===== src/rtl/imem_loader_if.sv =====
// Byte-stream input and instruction-memory write bus of the boot loader.
// Ports: byte_i/byte_valid_i/byte_ready_o form a valid/ready byte stream;
//        wr_en_o/wr_addr_o/wr_data_o form a single-cycle write strobe bus.
// The master modport is the loader's view; slave is the front-end/memory view.
interface imem_loader_if;
    logic [7:0]  byte_i;
    logic        byte_valid_i;
    logic        byte_ready_o;
    logic        wr_en_o;
    logic [31:0] wr_addr_o;
    logic [31:0] wr_data_o;

    modport master (
        input  byte_i,
        input  byte_valid_i,
        output byte_ready_o,
        output wr_en_o,
        output wr_addr_o,
        output wr_data_o
    );

    modport slave (
        output byte_i,
        output byte_valid_i,
        input  byte_ready_o,
        input  wr_en_o,
        input  wr_addr_o,
        input  wr_data_o
    );
endinterface


===== src/rtl/imem_loader.sv =====
// Boot loader: packs a little-endian byte stream into 32-bit words and writes
// them to consecutive instruction-memory words while holding the core stalled.
// Latency: 4 byte cycles + 1 write cycle per word; done_o pulses once after the last write.
// Backpressure: byte_ready_o is high only in LOAD; bytes offered in any other state wait.
//
// Ports:
//   clk_i, rst_ni        clock, synchronous active-low reset
//   start_i, len_i       begin a load of len_i words (sampled only when idle)
//   bus (master)         byte stream in, instruction-memory write strobe out
//   busy_o, cpu_stall_o  high while loading or writing
//   done_o               one-cycle pulse after the final word is written
//   err_o                sticky flag: the most recent start carried an illegal length
module imem_loader #(
    parameter int DEPTH  = 1024,
    parameter int ADDR_W = $clog2(DEPTH)
) (
    input  logic              clk_i,
    input  logic              rst_ni,
    input  logic              start_i,
    input  logic [ADDR_W:0]   len_i,
    imem_loader_if.master     bus,
    output logic              busy_o,
    output logic              cpu_stall_o,
    output logic              done_o,
    output logic              err_o
);

    typedef enum logic [1:0] {
        S_IDLE  = 2'd0,
        S_LOAD  = 2'd1,
        S_WRITE = 2'd2,
        S_DONE  = 2'd3
    } state_e;

    localparam logic [ADDR_W:0] DEPTH_L = (ADDR_W + 1)'(DEPTH);
    localparam logic [ADDR_W:0] ONE_L   = (ADDR_W + 1)'(1);

    state_e              state_q,    state_d;
    logic [ADDR_W-1:0]   word_idx_q, word_idx_d;
    logic [1:0]          byte_cnt_q, byte_cnt_d;
    // Only the first three bytes need storing; the fourth goes straight into
    // the output word register on its handshake.
    logic [23:0]         shift_q,    shift_d;
    logic [ADDR_W:0]     len_q,      len_d;
    logic                err_q,      err_d;
    // Write address/data are separate registers so they stay stable while the
    // next word is being assembled and hold their value between strobes.
    logic [31:0]         wr_addr_q,  wr_addr_d;
    logic [31:0]         wr_data_q,  wr_data_d;

    logic                byte_hs;
    logic                len_ok;
    logic                last_word;

    assign byte_hs   = (state_q == S_LOAD) && bus.byte_valid_i;
    assign len_ok    = (len_i != '0) && (len_i <= DEPTH_L);
    assign last_word = ({1'b0, word_idx_q} == (len_q - ONE_L));

    // ------------------------------------------------------------------
    // Next-state and datapath logic
    // ------------------------------------------------------------------
    always_comb begin
        state_d    = state_q;
        word_idx_d = word_idx_q;
        byte_cnt_d = byte_cnt_q;
        shift_d    = shift_q;
        len_d      = len_q;
        err_d      = err_q;
        wr_addr_d  = wr_addr_q;
        wr_data_d  = wr_data_q;

        unique case (state_q)
            S_IDLE: begin
                if (start_i) begin
                    if (len_ok) begin
                        len_d      = len_i;
                        err_d      = 1'b0;
                        word_idx_d = '0;
                        byte_cnt_d = 2'd0;
                        shift_d    = '0;
                        state_d    = S_LOAD;
                    end else begin
                        err_d = 1'b1;
                    end
                end
            end

            S_LOAD: begin
                if (byte_hs) begin
                    unique case (byte_cnt_q)
                        2'd0: shift_d[7:0]   = bus.byte_i;
                        2'd1: shift_d[15:8]  = bus.byte_i;
                        2'd2: shift_d[23:16] = bus.byte_i;
                        2'd3: begin
                            // Fourth byte completes the word: capture it and
                            // its address together so both appear with wr_en_o.
                            wr_data_d = {bus.byte_i, shift_q};
                            wr_addr_d = {{(30 - ADDR_W){1'b0}}, word_idx_q, 2'b00};
                            shift_d   = '0;
                            state_d   = S_WRITE;
                        end
                        default: ;
                    endcase
                    byte_cnt_d = byte_cnt_q + 2'd1;
                end
            end

            S_WRITE: begin
                if (last_word) begin
                    state_d = S_DONE;
                end else begin
                    word_idx_d = word_idx_q + 1'b1;
                    state_d    = S_LOAD;
                end
            end

            S_DONE: begin
                word_idx_d = '0;
                state_d    = S_IDLE;
            end

            default: state_d = S_IDLE;
        endcase
    end

    // ------------------------------------------------------------------
    // State registers
    // ------------------------------------------------------------------
    always_ff @(posedge clk_i) begin
        if (!rst_ni) begin
            state_q    <= S_IDLE;
            word_idx_q <= '0;
            byte_cnt_q <= 2'd0;
            shift_q    <= '0;
            len_q      <= '0;
            err_q      <= 1'b0;
            wr_addr_q  <= '0;
            wr_data_q  <= '0;
        end else begin
            state_q    <= state_d;
            word_idx_q <= word_idx_d;
            byte_cnt_q <= byte_cnt_d;
            shift_q    <= shift_d;
            len_q      <= len_d;
            err_q      <= err_d;
            wr_addr_q  <= wr_addr_d;
            wr_data_q  <= wr_data_d;
        end
    end

    // ------------------------------------------------------------------
    // Outputs, decoded from registered state only
    // ------------------------------------------------------------------
    assign bus.byte_ready_o = (state_q == S_LOAD);
    assign bus.wr_en_o      = (state_q == S_WRITE);
    assign bus.wr_addr_o    = wr_addr_q;
    assign bus.wr_data_o    = wr_data_q;
    assign busy_o           = (state_q == S_LOAD) || (state_q == S_WRITE);
    assign cpu_stall_o      = busy_o;
    assign done_o           = (state_q == S_DONE);
    assign err_o            = err_q;

endmodule


===== src/flat_wrapper.sv =====
// flat-port wrapper written by rule: the top's interface ports become plain ports
module imem_loader_flat 
#(
    parameter int DEPTH  = 1024,
    parameter int ADDR_W = $clog2(DEPTH)
)
  (clk_i, rst_ni, start_i, len_i, busy_o, cpu_stall_o, done_o, err_o, bus_byte_i, bus_byte_valid_i, bus_byte_ready_o, bus_wr_en_o, bus_wr_addr_o, bus_wr_data_o);
  imem_loader_if bus_i ();
  input  logic clk_i;
  input  logic rst_ni;
  input  logic start_i;
  input  logic [ADDR_W:0] len_i;
  output logic busy_o;
  output logic cpu_stall_o;
  output logic done_o;
  output logic err_o;
  input wire logic [$bits(bus_i.byte_i)-1:0] bus_byte_i;
  input wire logic [$bits(bus_i.byte_valid_i)-1:0] bus_byte_valid_i;
  output wire logic [$bits(bus_i.byte_ready_o)-1:0] bus_byte_ready_o;
  output wire logic [$bits(bus_i.wr_en_o)-1:0] bus_wr_en_o;
  output wire logic [$bits(bus_i.wr_addr_o)-1:0] bus_wr_addr_o;
  output wire logic [$bits(bus_i.wr_data_o)-1:0] bus_wr_data_o;
  assign bus_i.byte_i = bus_byte_i;
  assign bus_i.byte_valid_i = bus_byte_valid_i;
  assign bus_byte_ready_o = bus_i.byte_ready_o;
  assign bus_wr_en_o = bus_i.wr_en_o;
  assign bus_wr_addr_o = bus_i.wr_addr_o;
  assign bus_wr_data_o = bus_i.wr_data_o;
  imem_loader #(.DEPTH(DEPTH), .ADDR_W(ADDR_W)) u_core (.clk_i(clk_i), .rst_ni(rst_ni), .start_i(start_i), .len_i(len_i), .bus(bus_i), .busy_o(busy_o), .cpu_stall_o(cpu_stall_o), .done_o(done_o), .err_o(err_o));
endmodule

===== config.mk =====
export PLATFORM = sky130hd
export DESIGN_NAME = imem_loader_flat
export DESIGN_NICKNAME = d
export VERILOG_FILES = /design/src/rtl/imem_loader_if.sv /design/src/rtl/imem_loader.sv /design/src/flat_wrapper.sv
export SDC_FILE = /design/constraint.sdc
export NUM_CORES = 1
export LEC_CHECK = 0
export CAP_MARGIN = 25
export CORE_ASPECT_RATIO = 1.25
export CORE_UTILIZATION = 35
export DETAILED_ROUTE_END_ITERATION = 7
export PLACE_DENSITY = 0.54
export SYNTH_ARGS = -nofsm -noshare
export SYNTH_HDL_FRONTEND = slang
export SYNTH_SLANG_ARGS = --single-unit

===== constraint.sdc =====
create_clock -name clk_i -period 3.1 [get_ports clk_i]
set_input_delay 0.775 -clock clk_i [delete_from_list [all_inputs] [get_ports clk_i]]
set_output_delay 0.775 -clock clk_i [all_outputs]
set_load 0.03 [all_outputs]

==> results of run 1 <==
==> power by group through the flow <==
stage	clock network (mW)	logic, mW	registers [mW]
floorplan	0	0.896	1.35
global placement	0	1.15	1.37
detailed placement	0	1.17	1.37
CTS	1.19	1.18	1.34
global route	1.24	1.27	1.36
finish	1.16	1.17	1.34
==> cell usage in the layout (no fill, tap or decap), types with 3 or more instances in the layout <==
cell type	count
and3_1	3
ha_1	9
xnor2_1	7
or3_1	4
clkdlybuf4s50_1	70
o41ai_1	4
inv_1	10
or2_2	3
a21oi_1	54
nand3_1	10
clkbuf_8	3
o22ai_1	6
clkbuf_16	9
and2_1	9
nor3_1	9
o21ai_0	6
conb_1	22
dfxtp_1	92
o21ai_1	3
mux2i_1	35
buf_4	13
xor2_1	4
nand2_1	107
o211ai_1	3
nand2b_1	7
nor4_1	4
nand2_2	3
nor2_1	49
==> cell type report <==
class	instances	area, um^2
tap	164	205
fill	1224	6620
clock buffer	12	267
clock inverter	4	55.1
inverter	11	41.3
timing repair buffer	85	838
sequential	92	1840
multi-input combinational	396	2290
==> per-stage QoR <==
stage	hold slack [ns]	area (um^2)
2_1_floorplan	0.432	4470
3_3_place_gp	0.445	5220
3_5_place_dp	0.446	5220
4_1_cts	0.460	5540
5_1_grt	0.477	5540
6_report	0.459	5540
==> sequential cells by signal, indices dropped and copies added (netlist names) <==
name	cells
u_core.bus.wr_data_o	32
u_core.shift_q	24
u_core.len_q	11
u_core.bus.wr_addr_o	10
u_core.word_idx_q	10
u_core.byte_cnt_q	2
u_core.state_q	2
u_core.err_o	1
==> cells in the mapped netlist, types with 6 or more instances <==
cell      number  area share (%)
a21oi_1       54             6.2
mux2i_1       35             8.0
nand3_1       10             1.1
nor2_1        49             4.2
dfxtp_1       92              42
nand2_1      107             9.2
inv_1         10            0.86
clkbuf_1      26             2.2
xnor2_1        7             1.4
nor3_1         9             1.0
ha_1           9             2.6
nand2b_1       7             1.0
o22ai_1        6            0.86
buf_4         23             3.9
o21ai_0        6            0.68
and2_1         9             1.3
==> critical path, cell delays in order <==
cell	delay, ns
clkdlybuf4s50_1	0.42
nor4_1	0.42
buf_4	0.19
and4_1	0.24
nor3_1	0.07
buf_4	0.19
o41ai_1	0.44
a21oi_1	0.09
o22ai_1	0.22
==> cell families (layout without fill, tap and decap cells) <==
| group | count (synthesis) | after routing | share of synthesized area (%) |
|---|---|---|---|
| xor+xnor | 11 | 11 | 2.20 |
| fa+ha+maj | 9 | 9 | 2.57 |
| buf+inv | 63 | 112 | 7.56 |
| flops | 92 | 92 | 42.0 |
| compound gates | 99 | 99 | 14.4 |
| mux | 35 | 35 | 7.99 |
| simple gates | 220 | 220 | 23.2 |
| other cells | 1 | 22 | 0.0855 |
==> layer usage <==
metal | track usage (%) | share of wire, % | vias to the layer above
met5 | 0 | 0 | -
met4 | 7.90 | 1.6 | 0
met3 | 2.68 | 3.3 | 21
met2 | 31.6 | 52 | 81
met1 | 20.3 | 43 | 1803
li1 | - | - | 1887
==> final timing paths <==
check | start | end | slack [ns] | cells past startpoint
min | u_core.bus.wr_addr_o[4] | u_core.bus.wr_addr_o[4] | 0.46 | 2
min reg2reg | u_core.bus.wr_addr_o[4] | u_core.bus.wr_addr_o[4] | 0.46 | 2
max | len_i[1] | u_core.word_idx_q[6] | 0.29 | 9
max reg2reg | u_core.len_q[1] | u_core.word_idx_q[6] | 0.50 | 8
==> impl_results.md, run 1 <==
* CTS tree: done
* Starting Density at between 30% and 40%
* Resized Gates After CTS at 0
* Tightest Pin Transition at 0.624 ns
* Hold Fails Final Rpt at 0
* Count of different cell masters after synthesis at 59
* Critical path type: in2reg
* Floorplan row count at 45
* Internal Power at approximately 2.4 mW
* Crit path max fanout at 12
* Port Buffer Count at 70
* Setup-failing EPs final at 0
* Seq/Total Area, Yosys at a little over two fifths
* Clock network fraction of total power at between 30% and 40%
* Via/cell ratio at a little under 5
* Fin nets at about 630
* Antenna cell count at 0
* Register bit count reported by yosys at slightly above 90
* Final Non-Filler Cells at 764
* Share of cells above drive strength 1 at under 10%
* WP data required at around 3.4 ns
* Post-synth EDFFs at 0
* First-pass GRT wire length at between 15000 and 20000 um
* First-pass DRT Iterations at 4
* RSZ-0062 raised after global routing: false
* Clk sinks at just over 90
* Final Util at a little under half
* Global-route usage over all layers at between 10% and 20%
* Final min period at approximately 2.8 ns
* Synth Flop Type: dfxtp_1
* Skew final at between 0.01 and 0.015 ns
* Routed wire length at between 10000 and 15000 um
* Syn avg cell area at between 8 and 9 um^2
* MaxCap Viol Count at 0
* Sequential share of power at 36.6%
* Crit end category: flop
* Placed insts at about 750
* Synthesized area at roughly 4400 um^2
* Largest net degree at the start of global routing at 25
* Gr ovfl total at 0
* DR DRC count at 0
* Startpoint Class: input port
* Initial antenna violation count at 0
* Leakage at ~2.1 nW
* Vias in the first global route at 3840
* Switching pwr at between 1 and 1.5 mW
* Total power at about 3.7 mW
* Root Driver: clkbuf_16
* Final period util at 90.6%
* Async SR Flop Fraction at 0%
* Setup Total Neg Slack at 0 ns
* Pre-CTS setup slack at approximately 0.037 ns
* Die Ht at about 130 um
* Syn-to-layout area delta at 26.3%
* Final setup margin at between 0.2 and 0.3 ns
* Placer Congestion at between 0.8 and 0.9
* Depth of the CTS H-tree at 3
* Post-route ant nets at 0
* F_max at between 0.3 and 0.4 GHz
* Peak supply drop at about 0.00033 V
* Rel. slew slack at between 50% and 60%
* Post-CTS Setup Bufs at 0
* Vias post-DR at about 3800
* Synth warn at 0
* Min-delay worst type: reg2reg
* Hold-fix buffers, CTS at 0
* CTS clock-pin slew for the worst setup and hold paths at roughly 0.070 ns
* Die area at 13000 um^2
* Die width at 102 um
* Fin. max-slew vios at 0
* Routed wire per std cell at around 14 um
* Clk buf depth at 2
* I/O pin count at 93
* Post-synthesis cell count at 530
* Total power divided by cell area at between 600 and 700 nW/um^2
* Core area at around 12000 um^2
* Outcome: completed
* Data arrival, critical path at 3.05 ns
* Sw Ratio at around 34%
* Clk_lat worst skew at 0.34 ns
* DRT iter0 DRCs at between 100 and 150
* Post-DP HPWL at ~8000 um
* CTS buffer count at 9
* Combinational power share at a little under a third
No activity file was read; power rests on OpenSTA's default activity.
==> inputs of run 2 (changes only) <==
Settings changed: CAP_MARGIN 25 to default, CORE_ASPECT_RATIO 1.25 to 0.9, PLACE_DENSITY 0.54 to 0.57.
Clock period 3.1 ns to 2.3 ns, I/O delays scaled along.
==> impl_results.md, run 2 (same netlist as run 1, synthesis figures left out) <==
* Outcome: completed
* Syn-to-layout area delta at 37.6%
* Placed insts at ~780
* Crit path max fanout at 6
* Flop2flop setup slack at roughly 0.024 ns
* Peak supply drop at approximately 0.00039 V
* Global routing usage on met1 at around a quarter
* Gr ovfl total at 0
* Core area at 12100 um^2
* First-pass GRT wire length at around 18000 um
* Final Util at 49.8%
* Post-route ant nets at 0
* Global-route usage over all layers at 17.3%
* Min-delay worst type: reg2reg
* MaxCap Viol Count at 0
* Skew final at between 0.003 and 0.004 ns
* Startpoint Class: flop
* Port Buffer Count at 70
* Rel. slew slack at 57.5%
* Placer Congestion at 0.881
* Final Non-Filler Cells at ~800
* Fin. max-slew vios at 0
* Pre-CTS setup slack at -0.572 ns
* Routed wire length at about 11000 um
* Data arrival, critical path at between 2 and 3 ns
* Commonest non-fill, non-tap cell in the layout: nand2_1
* Share of cells above drive strength 1 at approximately 17%
* Largest net degree at the start of global routing at 50
* Routed wire per std cell at 13.8 um
* DRT iter0 DRCs at between 150 and 200
* Floorplan row count at 38
* Tightest Pin Transition at about 0.63 ns
* Die Ht at 108 um
* F_max at 0.439 GHz
* Total power at 5.19 mW
* Reg-to-reg critical path endpoint: u_core.word_idx_q[8]
* Critical path type: reg2reg
* Vias post-DR at between 3000 and 4000
* Total power divided by cell area at between 800 and 900 nW/um^2
* Clk_lat worst skew at 0.34 ns
* Hold Fails Final Rpt at 0
* Min Hold Slack at about 0.45 ns
* Largest register FFs at 32
* Root Driver: clkbuf_16
* Final min period at 2.28 ns
* I/O pin count at 93
* CTS tree: done
* Peak-usage layer in the global routing report: met2
* First-pass DRT Iterations at 4
* Worst r2r src: u_core.len_q[0]
* Die area at 13000 um^2
* Clk buf depth at 2
* Final period util at 99.0%
* FF-to-FF path depth at 10
* Most frequent cells in the layout: nand2_1, dfxtp_1, clkdlybuf4s50_1
* Clk sinks at 92
* Die width at around 120 um
* WP data required at roughly 2.5 ns
* Hold-fix buffers, CTS at 0
* Final setup margin at approximately 0.024 ns
* Leakage at around 2.4 nW
* Via/cell ratio at between 4 and 5
* Hold EP: u_core.bus.wr_data_o[7]
* Met2 usage at between 20% and 30%
* Worst Hold Depth at 2
* CTS clock-pin slew for the worst setup and hold paths at 0.06 ns
* Initial antenna violation count at 0
* Crit end category: flop
* Grt met3 use at 3.16%
* CTS buffer count at 9
* Fin nets at between 600 and 700
* Starting Density at 36.2%
* Setup-failing EPs final at 0
* HP Start: u_core.bus.wr_data_o[7]
* Depth of the CTS H-tree at 3
* Post-DP HPWL at 7950 um
* Vias in the first global route at 3543
* Antenna cell count at 0
* DR DRC count at 0
run 2: cell count changes in the layout (fill, tap and decap cells not counted), sizes merged, moves of 2 or more:
cell / change
dlygate4sd2: +2
clkdlybuf4s50: -9
buf: +41
dlymetal6s2s: +7
run 2: final cells by class:
cell class | instances | area, um^2
Sequential cell | 92 | 1840
Clock buffer | 12 | 256
Inverter | 11 | 41.3
Clock inverter | 4 | 32.5
Tap cell | 160 | 200
Multi-Input combinational cell | 397 | 2480
Timing Repair Buffer | 126 | 1180
Fill cell | 1185 | 6090
run 2: repair_timing:
action	CTS	global route
buffers inserted	0	7
resized for setup	8	41
setup endpoints to repair	38	35
pin swaps	4	15
gates cloned	0	2
run 2: worst max-delay path by stage:
stage	start	end	slack [ns]
3_5_place_dp	len_i[5]	u_core.word_idx_q[7]	-0.57
4_1_cts	len_i[8]	u_core.word_idx_q[2]	-0.01
2_1_floorplan	len_i[5]	u_core.len_q[2]	0.03
5_1_grt	u_core.len_q[0]	u_core.word_idx_q[8]	-0.03
3_3_place_gp	len_i[5]	u_core.word_idx_q[7]	-0.59
6_report	u_core.len_q[0]	u_core.word_idx_q[8]	0.02
run 2: stage by stage:
| stage | cell area (um^2) | setup TNS, ns |
|---|---|---|
| 2_1_floorplan | 4470 | 0 |
| 3_3_place_gp | 5470 | -19.42 |
| 3_5_place_dp | 5470 | -20.53 |
| 4_1_cts | 5780 | -0.0226 |
| 5_1_grt | 6030 | -0.0914 |
| 6_report | 6030 | 0 |
run 2: where the power goes:
group          internal (mW)  switching (mW)  leakage [nW]
registers               1.71          0.0960         0.744
clock network          0.799           0.619         0.141
logic                  0.836            1.13          1.56
run 2: worst max-delay path, stage by stage, from the launching register on:
cell and delay (ns):
dfxtp_2 0.34, inv_1 0.08, ha_2 0.20, nor4b_4 0.28
buf_4 0.18, nand2_1 0.06, nor4_2 0.30, buf_4 0.25
or2_2 0.14, a21oi_1 0.06, o31ai_1 0.28
run 2: layer usage:
| layer | routed length (um) | vias to the layer above |
|---|---|---|
| met3 | 468 | 11 |
| met4 | 181 | 0 |
| met1 | 5540 | 1797 |
| met2 | 4850 | 98 |
| met5 | 0 | - |
| li1 | - | 1987 |
==> inputs of run 3 (changes only) <==
--- a/config.mk
+++ b/config.mk
@@ -8,6 +8,8 @@
 export CORE_ASPECT_RATIO = 0.9
 export CORE_UTILIZATION = 35
+export CTS_CLUSTER_DIAMETER = 30
 export DETAILED_ROUTE_END_ITERATION = 7
 export PLACE_DENSITY = 0.57
+export SKIP_CTS_REPAIR_TIMING = 1
 export SYNTH_ARGS = -nofsm -noshare
 export SYNTH_HDL_FRONTEND = slang
==> constraint.sdc (replaced) <==
create_clock -name clk_i -period 2.3 [get_ports clk_i]
set_input_delay 0.69 -clock clk_i [delete_from_list [all_inputs] [get_ports clk_i]]
set_output_delay 0.69 -clock clk_i [all_outputs]
set_load 0.03 [all_outputs]
==> impl_results.md, run 3 (same netlist as run 1, synthesis figures left out) <==
* Outcome: completed
* Worst Hold Depth at 2
* Die Ht at ~110 um
* Die area at ~13000 um^2
* Placed insts at between 700 and 800
* Startpoint Class: flop
* Largest register FFs at 32
* FF-to-FF path depth at 8
* Clk_lat worst skew at ~0.34 ns
* Final setup margin at ~0.08 ns
* Crit path max-delay cell type: or4_4
* First-pass DRT Iterations at 6
* Critical path's top delay family: simple AND/OR/NAND/NOR gates
* Core area at about 12000 um^2
* Leakage at about 2.5 nW
* Total power divided by cell area at between 800 and 900 nW/um^2
* Root Driver: clkbuf_16
* Design area at about 6000 um^2
* Placer Congestion at between 0.8 and 0.9
* Most frequent cells in the layout: nand2_1, dfxtp_1, clkdlybuf4s50_1
* Data arrival, critical path at ~2.5 ns
* Fin. max-slew vios at 0
* Clk buf depth at 2
* MaxCap Viol Count at 0
* F_max at 0.451 GHz
* Pre-CTS setup slack at -0.599 ns
* Post-route ant nets at 0
* Dpl cell area at 5480 um^2
* Tightest Pin Transition at ~0.5 ns
* Crit path max fanout at 4
* Post-DP HPWL at 8070 um
* DRT iter0 DRCs at 197
* Final min period at 2.22 ns
* Peak supply drop at approximately 0.0005 V
* Final period util at 96.5%
* Largest stage delay on the critical path at around 0.52 ns
* Gr ovfl total at 0
* Final Util at between 40% and 50%
* Hold EP: u_core.bus.wr_data_o[4]
* Depth of the CTS H-tree at 3
* Skew final at approximately 0.0043 ns
* DR DRC count at 0
* Reg-to-reg critical path endpoint: u_core.word_idx_q[5]
* Min Hold Slack at 0.453 ns
* Min-delay worst type: reg2reg
* Vias post-DR at between 3000 and 4000
* Vias in the first global route at about 3600
* Flop2flop setup slack at around 0.080 ns
* CTS buffer count at 9
* HP Start: u_core.bus.wr_data_o[4]
* Starting Density at 36.2%
* Final Non-Filler Cells at approximately 800
* Setup Total Neg Slack at 0 ns
* Largest net degree at the start of global routing at between 60 and 70
* Initial antenna violation count at 0
* Via/cell ratio at ~4.8
* Clk sinks at 92
* Routed wire length at 10900 um
* Syn-to-layout area delta at 36.3%
* Critical path type: reg2reg
* Number of fillers in the final layout at between 1000 and 1500
* Worst Path Buf+Inv at 2
* Crit end category: flop
* WP data required at ~2.5 ns
* Port Buffer Count at 70
* Worst r2r src: u_core.len_q[1]
* Setup-failing EPs final at 0
* Die width at about 120 um
* Worst-path cell chain: or4_4 -> or3_1 -> a21boi_2 -> o2111ai_4 -> buf_6 -> buf_4 -> a21oi_1 -> o22ai_1
* Routed wire per std cell at between 10 and 15 um
* Total power at between 5 and 6 mW
* Rel. slew slack at around 66%
* Share of cells above drive strength 1 at 16.0%
* Commonest non-fill, non-tap cell in the layout: nand2_1
* Global-route usage over all layers at 17.2%
* CTS clock-pin slew for the worst setup and hold paths at 0.06 ns
* CTS tree: done
* Fin nets at 666
* First-pass GRT wire length at around 17000 um
* Hold Fails Final Rpt at 0
* Antenna cell count at 0
* Floorplan row count at 38
* I/O pin count at 93
run 3: power breakdown:
group | total (mW) | leakage [nW] | internal [mW] | switching, mW
sequential | 1.81 | 0.744 | 1.71 | 0.0973
combinational | 1.88 | 1.59 | 0.812 | 1.07
clock | 1.49 | 0.149 | 0.898 | 0.590
run 3: worst max-delay path by stage:
stage / startpoint / end / slack, ns / cells past startpoint
after detailed placement: len_i[5] / u_core.shift_q[17] / -0.60 / 8
after floorplan: len_i[5] / u_core.shift_q[0] / -0.04 / 7
after global routing: start_i / u_core.word_idx_q[7] / -0.006 / 9
after global placement: len_i[5] / u_core.word_idx_q[8] / -0.61 / 9
final: u_core.len_q[1] / u_core.word_idx_q[5] / 0.08 / 8
after CTS: u_core.state_q[0] / cpu_stall_o / -0.28 / 3
run 3: worst register-to-register path: stages, from the launching register on:
cell and delay, ns:
dfxtp_2 0.33, or4_4 0.53, or3_1 0.37, a21boi_2 0.21, o2111ai_4 0.17, buf_6 0.17, buf_4 0.14, a21oi_1 0.13
o22ai_1 0.08
run 3: area by class of cell:
type / instances / area [um^2] / area share (%)
inverter: 11 / 41.3 / 0.691
timing repair buffer: 123 / 1170 / 19.5
tap: 160 / 200 / 3.35
clock inverter: 3 / 43.8 / 0.733
clock buffer: 12 / 256 / 4.29
multi-input combinational: 397 / 2420 / 40.6
sequential: 92 / 1840 / 30.8
run 3: per-layer routing:
layer | global-route usage, % | vias up | share of wire [%]
met5 | 0 | - | 0
met4 | 6.34 | 0 | 2.1
met3 | 3.43 | 18 | 3.7
met2 | 26.9 | 87 | 44
met1 | 23.3 | 1775 | 50
li1 | - | 1979 | -
